## src/rtl/gap_timer.sv

```systemverilog
// Idle-gap timer: counts consecutive enabled cycles since the last clear and
// flags the cycle that is the TIMEOUT-th one in a row.
module gap_timer #(
  parameter int unsigned TIMEOUT = 64
) (
  input  logic clock,
  input  logic reset,
  input  logic clear,
  input  logic enable,
  output logic expired
);

  localparam int unsigned W = $clog2(TIMEOUT + 1);
  localparam logic [W-1:0] LAST = W'(TIMEOUT - 1);
  localparam logic [W-1:0] CAP  = W'(TIMEOUT);

  logic [W-1:0] count_q;
  logic [W-1:0] count_d;

  // Next count: clear wins, otherwise advance while enabled, holding at TIMEOUT.
  always_comb begin
    // NOTE: every always_comb output gets a default first so no path leaves
    // it unassigned; a missing branch would otherwise infer a latch.
    count_d = count_q;
    if (clear) begin
      count_d = '0;
    end else if (enable && (count_q != CAP)) begin
      count_d = count_q + W'(1);
    end
  end

  // count_q holds the number of idle cycles already completed, so the
  // current cycle is the TIMEOUT-th idle one when count_q == TIMEOUT-1.
  assign expired = enable & ~clear & (count_q == LAST);

  // Counter register.
  always_ff @(posedge clock or posedge reset) begin
    // NOTE: sequential state uses non-blocking assignments so every flop
    // samples pre-edge values regardless of process ordering.
    if (reset) begin
      count_q <= '0;
    end else begin
      count_q <= count_d;
    end
  end

endmodule : gap_timer

```

## config.mk

```make
export PLATFORM = sky130hd
export DESIGN_NAME = gap_timer
export DESIGN_NICKNAME = d
export VERILOG_FILES = /design/src/rtl/gap_timer.sv
export SDC_FILE = /design/constraint.sdc
export NUM_CORES = 1
export LEC_CHECK = 0
export BUFFER_PORTS_ARGS = -buffer_cell sky130_fd_sc_hd__buf_2
export CORE_AREA = 2 2 39 41
export CTS_CLUSTER_SIZE = 28
export DETAILED_ROUTE_END_ITERATION = 16
export DIE_AREA = 0 0 41 43
export HOLD_SLACK_MARGIN = 0.05
export SYNTH_ARGS = -nofsm -noshare
export SYNTH_HDL_FRONTEND = slang
export SYNTH_SLANG_ARGS = --single-unit
export TNS_END_PERCENT = 20
```

## constraint.sdc

```tcl
create_clock -name clock -period 2 [get_ports clock]
set_clock_uncertainty 0.15 [all_clocks]
set_input_delay 0.1 -clock clock [delete_from_list [all_inputs] [get_ports clock]]
set_output_delay 0.1 -clock clock [all_outputs]
set_load 0.02 [all_outputs]
```

==> results by group, run 1 <==
Logic synthesis
  • Sequential area share after synthesis: approximately 39%
  • YS warnings: 0
  • Dominant cell type by area after synthesis: dfrtp_1
  • Post-Syn Area per Cell: just over 9 um^2
  • Yosys reg bits: 7
  • Mapped Area: approximately 450 um^2
  • Synth top area share: around two fifths
  • Top post-synthesis cells by area: dfrtp_1, ha_1, nor4b_4
  • Syn Inst Count: 48
  • Syn Nets: 54
  • Synth cell types: 27

Die
  • CORE AREA: between 1000 and 1500 um^2
  • Initial core utilization: between 30% and 40%
  • Die area: 1760 um^2
  • Ports: 5
  • Horiz. Die Dim: roughly 41 um
  • Die height: 43 um
  • Row count: 14

Timing
  • Setup-failing EPs final: 0
  • Setup TNS: 0 ps
  • Final worst setup slack: 239 ps
  • Worst-Margin Slew: roughly 330 ps
  • Relative slew slack: approximately four fifths
  • RSZ-0062 raised after global routing: no
  • Max Slew Vio Count: 0
  • Fin. Hold Viols: 0
  • Final period util: 88.0%
  • Fmax: about 570 MHz
  • Post-layout min period: between 1500 and 2000 ps

Routing
  • Drt pass-1 iters: 4
  • Iteration-0 DRC Markers: 4
  • DR WL/cell: about 11 um
  • Vias per inst: 5.35
  • Via count: between 300 and 400
  • Post-route DRC: 0
  • Antenna-violating nets left: 0
  • Post-Route WL: 825 um

Critical path
  • Worst setup EP type: output pin
  • Reg2reg setup slack: roughly 270 ps
  • R2R Path End: count_q[1]$_DFFE_PP0P_
  • Largest fanout on the critical path: 5
  • Critical Path AT: 1510 ps
  • CP startpoint kind: flop
  • FF-to-FF Start: count_q[2]$_DFFE_PP0P_
  • Reg2Reg Depth: 3
  • Crit path kind: reg2out
  • CP required: around 1800 ps

Global route
  • GRT Util Overall: 12.6%
  • Number of global-route vias before repair: approximately 340
  • Largest net degree at the start of global routing: 14
  • Initial antenna violation count: 0
  • First-pass GRT wire length: approximately 1500 um
  • GRT overflow: 0

Clock tree
  • CTS Sinks: 7
  • Post-CTS Setup Inserts: 0
  • Clk_lat worst skew: roughly 250 ps
  • CTS max path bufs: 2
  • Worst-path clk slew: about 50 ps
  • CTS tree: built
  • CTS buffer count: 3
  • H-tree depth: 1
  • CTS Root Buffer Type: clkbuf_4

Layout
  • Ant diodes: 0
  • Net count, final: 65
  • Finished Cell Area: 543 um^2
  • Sequential cell area: between 150 and 200 um^2
  • Area of the multi-input gates: approximately 250 um^2
  • Largest registers: count_q x7
  • FILL cells: 133
  • Max FFs per register: 7
  • Share of cells above drive strength 1: between 15 and 20%
  • Biggest register: count_q
  • Layout Utilization: 39.2%
  • Area growth, synth to finish: 21.2%

Power
  • Final Total Pwr: ~0.37 mW
  • Psw: about 0.11 mW
  • Internal Dissipation: ~0.26 mW
  • Sequential power share: 44.1%
  • Comb pwr share: about a fifth
  • Worst vdd ir: 0.363 mV
  • Leakage power total: 0.225 nW
  • Switching share of power: ~29%
  • PwrDens: slightly below 700 nW/um^2
  • Clock power share: 35.7%

Run status
  • Outcome: complete, no violations

Run
  • Max Cap Violations: 0

Placement
  • Gp weighted congestion: roughly 0.75
  • Post-DP HPWL: 609 um
  • Cell Area, Placed: between 400 and 500 um^2
  • Number of port buffers: 4
  • Post-place setup slack: around 260 ps

Worst hold path
  • Hold crit path type: in2async
## cell type report
type	count	area share, %
clock buffer	4	4.84
multi-input combinational	35	45.9
timing repair buffer	8	10.6
inverter	4	2.76
tap	16	3.69
sequential	7	32.3
## power by group through the flow
stage                     Combinational, mW  Clock, mW  Sequential (mW)
after floorplan                      0.0494          0            0.164
after global placement               0.0695          0            0.164
after detailed placement             0.0708          0            0.164
after CTS                            0.0754      0.133            0.162
after global routing                 0.0861      0.141            0.163
final                                0.0745      0.131            0.162
## routing by layer
| layer | vias to the layer above | track usage [%] | part of all wire, % |
|---|---|---|---|
| met5 | - | 0 | 0 |
| met4 | 0 | 10.0 | 3.4 |
| met3 | 4 | 3.14 | 5.7 |
| met2 | 11 | 15.9 | 41 |
| met1 | 185 | 17.4 | 50 |
| li1 | 196 | - | - |
## synthesized netlist by cell type
master and number:
xnor2_1 1, nand3_1 2, nand4_1 2, or4_1 1, o21ai_0 2, or3_1 2
a21oi_1 3, inv_1 4, nor4b_4 1, nand2_1 4, nor4b_1 1, a31oi_1 1
or4b_1 1, and4b_1 1, dfrtp_1 7, nor2_1 3, nor4_1 1, o211ai_1 1
buf_2 1, nor3b_1 1, xor2_1 1, nor4bb_1 1, a311o_2 1, clkbuf_1 1
ha_1 2, nor3_1 1, nand2b_1 1
## worst max path at each step
stage	from	to	slack, ps	depth (start not counted)
floorplan	count_q[0]$_DFFE_PP0P_	count_q[1]$_DFFE_PP0P_	350	4
global placement	count_q[2]$_DFFE_PP0P_	count_q[1]$_DFFE_PP0P_	270	3
detailed placement	count_q[2]$_DFFE_PP0P_	count_q[1]$_DFFE_PP0P_	260	3
CTS	count_q[0]$_DFFE_PP0P_	expired	210	5
global route	count_q[0]$_DFFE_PP0P_	expired	70	5
finish	count_q[0]$_DFFE_PP0P_	expired	240	5
## layout by cell type (no fill, tap or decap), types with 2 or more instances in the layout
master / n
dfrtp_1: 7
nand2_1: 4
inv_1: 4
buf_2: 4
a21oi_1: 3
nor2_1: 3
clkbuf_4: 3
dlygate4sd3_1: 3
nand4_1: 2
o21ai_0: 2
or3_1: 2
nand3_1: 2
ha_1: 2
## critical path, stage by stage (launching register included)
cell	delay (ps)
dfrtp_1	350
buf_4	130
ha_1	160
nand4_1	170
nor4_1	230
buf_2	210
## metrics by stage
stage	hold slack [ps]	instances
6_report	166	74
5_1_grt	225	74
4_1_cts	177	74
3_5_place_dp	-102	67
3_3_place_gp	-99.1	67
2_1_floorplan	-247	48
## kinds of logic after synthesis
group	count (synthesis)	synth area share, %
flops	7	39.1
buf+inv	6	5.30
xor+xnor	2	3.91
compound gates	8	11.2
fa+ha+maj	2	5.59
simple gates	23	34.9
## repair_timing
| action | 4_1_cts | 5_1_grt |
|---|---|---|
| resized for setup | 0 | 0 |
| hold endpoints to repair | 13 | 0 |
| hold buffers | 3 | 0 |
(Power assumes the default switching activity.)
==> run 2, diff against run 1 <==
--- a/constraint.sdc
+++ b/constraint.sdc
@@ -4,2 +4,2 @@
 set_output_delay 0.1 -clock clock [all_outputs]
-set_load 0.02 [all_outputs]
+set_load 0.05 [all_outputs]
==> run 2 against run 1 <==
Compared with the run above:
- non-clock buffer count stayed put
- clock power about the same
- flip-flop and latch count stayed put
- first-iteration DRC count rose to 3.0 times the previous value
- combinational power up 2%
- final area is 1.2% higher
- sequential share of layout area shrank 0.37 points
- via count is 1.3% lower
- final cell count is the same
- power fell by 0.21%
==> results by group, run 2 (synthesis gave the netlist of run 1 again) <==
Die
  • Ports: 5 (unchanged)
  • Row count: 14 (unchanged)
  • Die height: 43 um (unchanged)
  • CORE AREA: 1380 um^2 (unchanged)
  • Horiz. Die Dim: 41 um (unchanged)
  • Initial core utilization: 32.4% (unchanged)
  • Die area: 1760 um^2 (unchanged)

Clock tree
  • CTS max path bufs: 2 (unchanged)
  • H-tree depth: 1 (unchanged)
  • CTS buffer count: 3 (unchanged)
  • CTS Sinks: 7 (unchanged)
  • Clk_lat worst skew: 250 ps (about the same)
  • CTS tree: built (unchanged)
  • CTS Root Buffer Type: clkbuf_4 (unchanged)
  • Post-CTS Setup Inserts: 0 (unchanged)
  • Worst-path clk slew: 50 ps (about the same)

Placement
  • Post-DP HPWL: 658 um (was 609 um)
  • Gp weighted congestion: 0.732 (was 0.752)
  • Post-place setup slack: 261 ps (was 264 ps)
  • Number of port buffers: 4 (unchanged)

Timing
  • Final worst setup slack: 181 ps (was 239 ps)
  • Final period util: 90.9% (was 88.0%)
  • Fin. Hold Viols: 0 (unchanged)
  • Fmax: 550 MHz (was 568 MHz)
  • Max Slew Vio Count: 0 (unchanged)
  • Worst-Margin Slew: 322 ps (was 327 ps)
  • RSZ-0062 raised after global routing: no (unchanged)
  • Relative slew slack: 78.5% (was 78.1%)
  • Setup TNS: 0 ps (unchanged)
  • Setup-failing EPs final: 0 (unchanged)
  • Post-layout min period: 1820 ps (was 1760 ps)

Routing
  • Antenna-violating nets left: 0 (unchanged)
  • DR WL/cell: 11.9 um (was 11.1 um)
  • Via count: 391 (was 396)
  • Post-route DRC: 0 (unchanged)
  • Vias per inst: 5.28 (was 5.35)
  • Post-Route WL: 884 um (was 825 um)
  • Iteration-0 DRC Markers: 12 (was 4)
  • Drt pass-1 iters: 4 (unchanged)

Run status
  • Outcome: complete, no violations (unchanged)

Layout
  • Net count, final: 65 (unchanged)
  • Commonest non-fill, non-tap cell in the layout: dfrtp_1 (unchanged)
  • Share of cells above drive strength 1: 19.0% (was 17.2%)
  • Ant diodes: 0 (unchanged)
  • Biggest register: count_q (unchanged)
  • Layout Utilization: 39.7% (was 39.2%)
  • Max FFs per register: 7 (unchanged)
  • Area growth, synth to finish: 22.6% (was 21.2%)
  • Largest registers: count_q x7 (unchanged)
  • Commonest non-fill, non-tap cells in the layout: dfrtp_1, nand2_1, inv_1, buf_2 (unchanged)

Power
  • Leakage power total: 0.225 nW (about the same)
  • PwrDens: 668 nW/um^2 (was 678 nW/um^2)
  • Worst vdd ir: 0.293 mV (was 0.363 mV)
  • Final Total Pwr: 0.367 mW (was 0.368 mW)

Critical path
  • Crit path kind: reg2out (unchanged)
  • CP required: 1750 ps (about the same)
  • Largest fanout on the critical path: 5 (unchanged)
  • Worst setup EP type: output pin (unchanged)
  • Critical Path AT: 1570 ps (was 1510 ps)
  • CP startpoint kind: flop (unchanged)

Run
  • Max Cap Violations: 0 (unchanged)

Global route
  • GRT Util Overall: 13.1% (was 12.6%)
  • GRT overflow: 0 (unchanged)
  • First-pass GRT wire length: 1460 um (unchanged)
  • Number of global-route vias before repair: 326 (was 341)
  • Largest net degree at the start of global routing: 14 (unchanged)
  • Initial antenna violation count: 0 (unchanged)

Worst hold path
  • Hold crit path type: in2async (unchanged)
-- run 2: cell types whose count changed in the layout (fill, tap and decap cells not counted) --
cell    delta
nor4_2     +1
nor4_1     -1
-- run 2: final cells by class --
type                    instances  area [um^2]
clock buffers                   4         26.3
fillers                       142          835
inverters                       4         15.0
multi-input cells              35          255
flip-flops and latches          7          175
well taps                      16         20.0
repair buffers                  8         57.6
-- run 2: worst max-delay path, cell delays in order (launching register included) --
cell     delay [ps]
dfrtp_1         340
buf_4           130
ha_1            160
nand4_1         200
nor4_2          190
buf_2           300
-- run 2: report_power, final --
| part | total, mW | internal, mW | switching [mW] |
|---|---|---|---|
| registers | 0.161 | 0.152 | 0.00912 |
| logic | 0.0762 | 0.0347 | 0.0415 |
| clock network | 0.130 | 0.0763 | 0.0540 |
| total | 0.367 | 0.263 | 0.105 |
-- run 2: repair_timing --
item                                   4_1_cts  5_1_grt
hold buffers                                 3        0
setup endpoints to repair                    0        0
endpoints found under the hold margin       13        0
resized for setup                            0        0
-- run 2: routing by layer --
metal	vias up	part of all wire [%]	GRT usage [%]	wire length, um
met3	2	3.8	4.71	34
met4	0	1.6	10.0	14
met1	184	49	16.3	433
met5	-	0	0	0
met2	8	45	17.5	401
li1	197	-	-	-
-- run 2: final timing paths --
check	startpoint	to	slack, ps	cells past startpoint
setup / recovery	count_q[0]$_DFFE_PP0P_	expired	180	5
hold / removal	reset	count_q[6]$_DFFE_PP0P_	170	3
setup reg to reg	count_q[1]$_DFFE_PP0P_	count_q[1]$_DFFE_PP0P_	250	5
hold reg to reg	count_q[6]$_DFFE_PP0P_	count_q[6]$_DFFE_PP0P_	450	2
max in group asynchronous	reset	count_q[2]$_DFFE_PP0P_	1320	3
min in group clock	count_q[6]$_DFFE_PP0P_	count_q[6]$_DFFE_PP0P_	450	2
-- run 2: per-stage QoR --
stage / cells / hold slack (ps) / area (um^2)
final: 74 / 166 / 549
after global placement: 67 / -106 / 493
after detailed placement: 67 / -103 / 493
after global routing: 74 / 223 / 549
after floorplan: 48 / -247 / 454
after CTS: 74 / 176 / 549
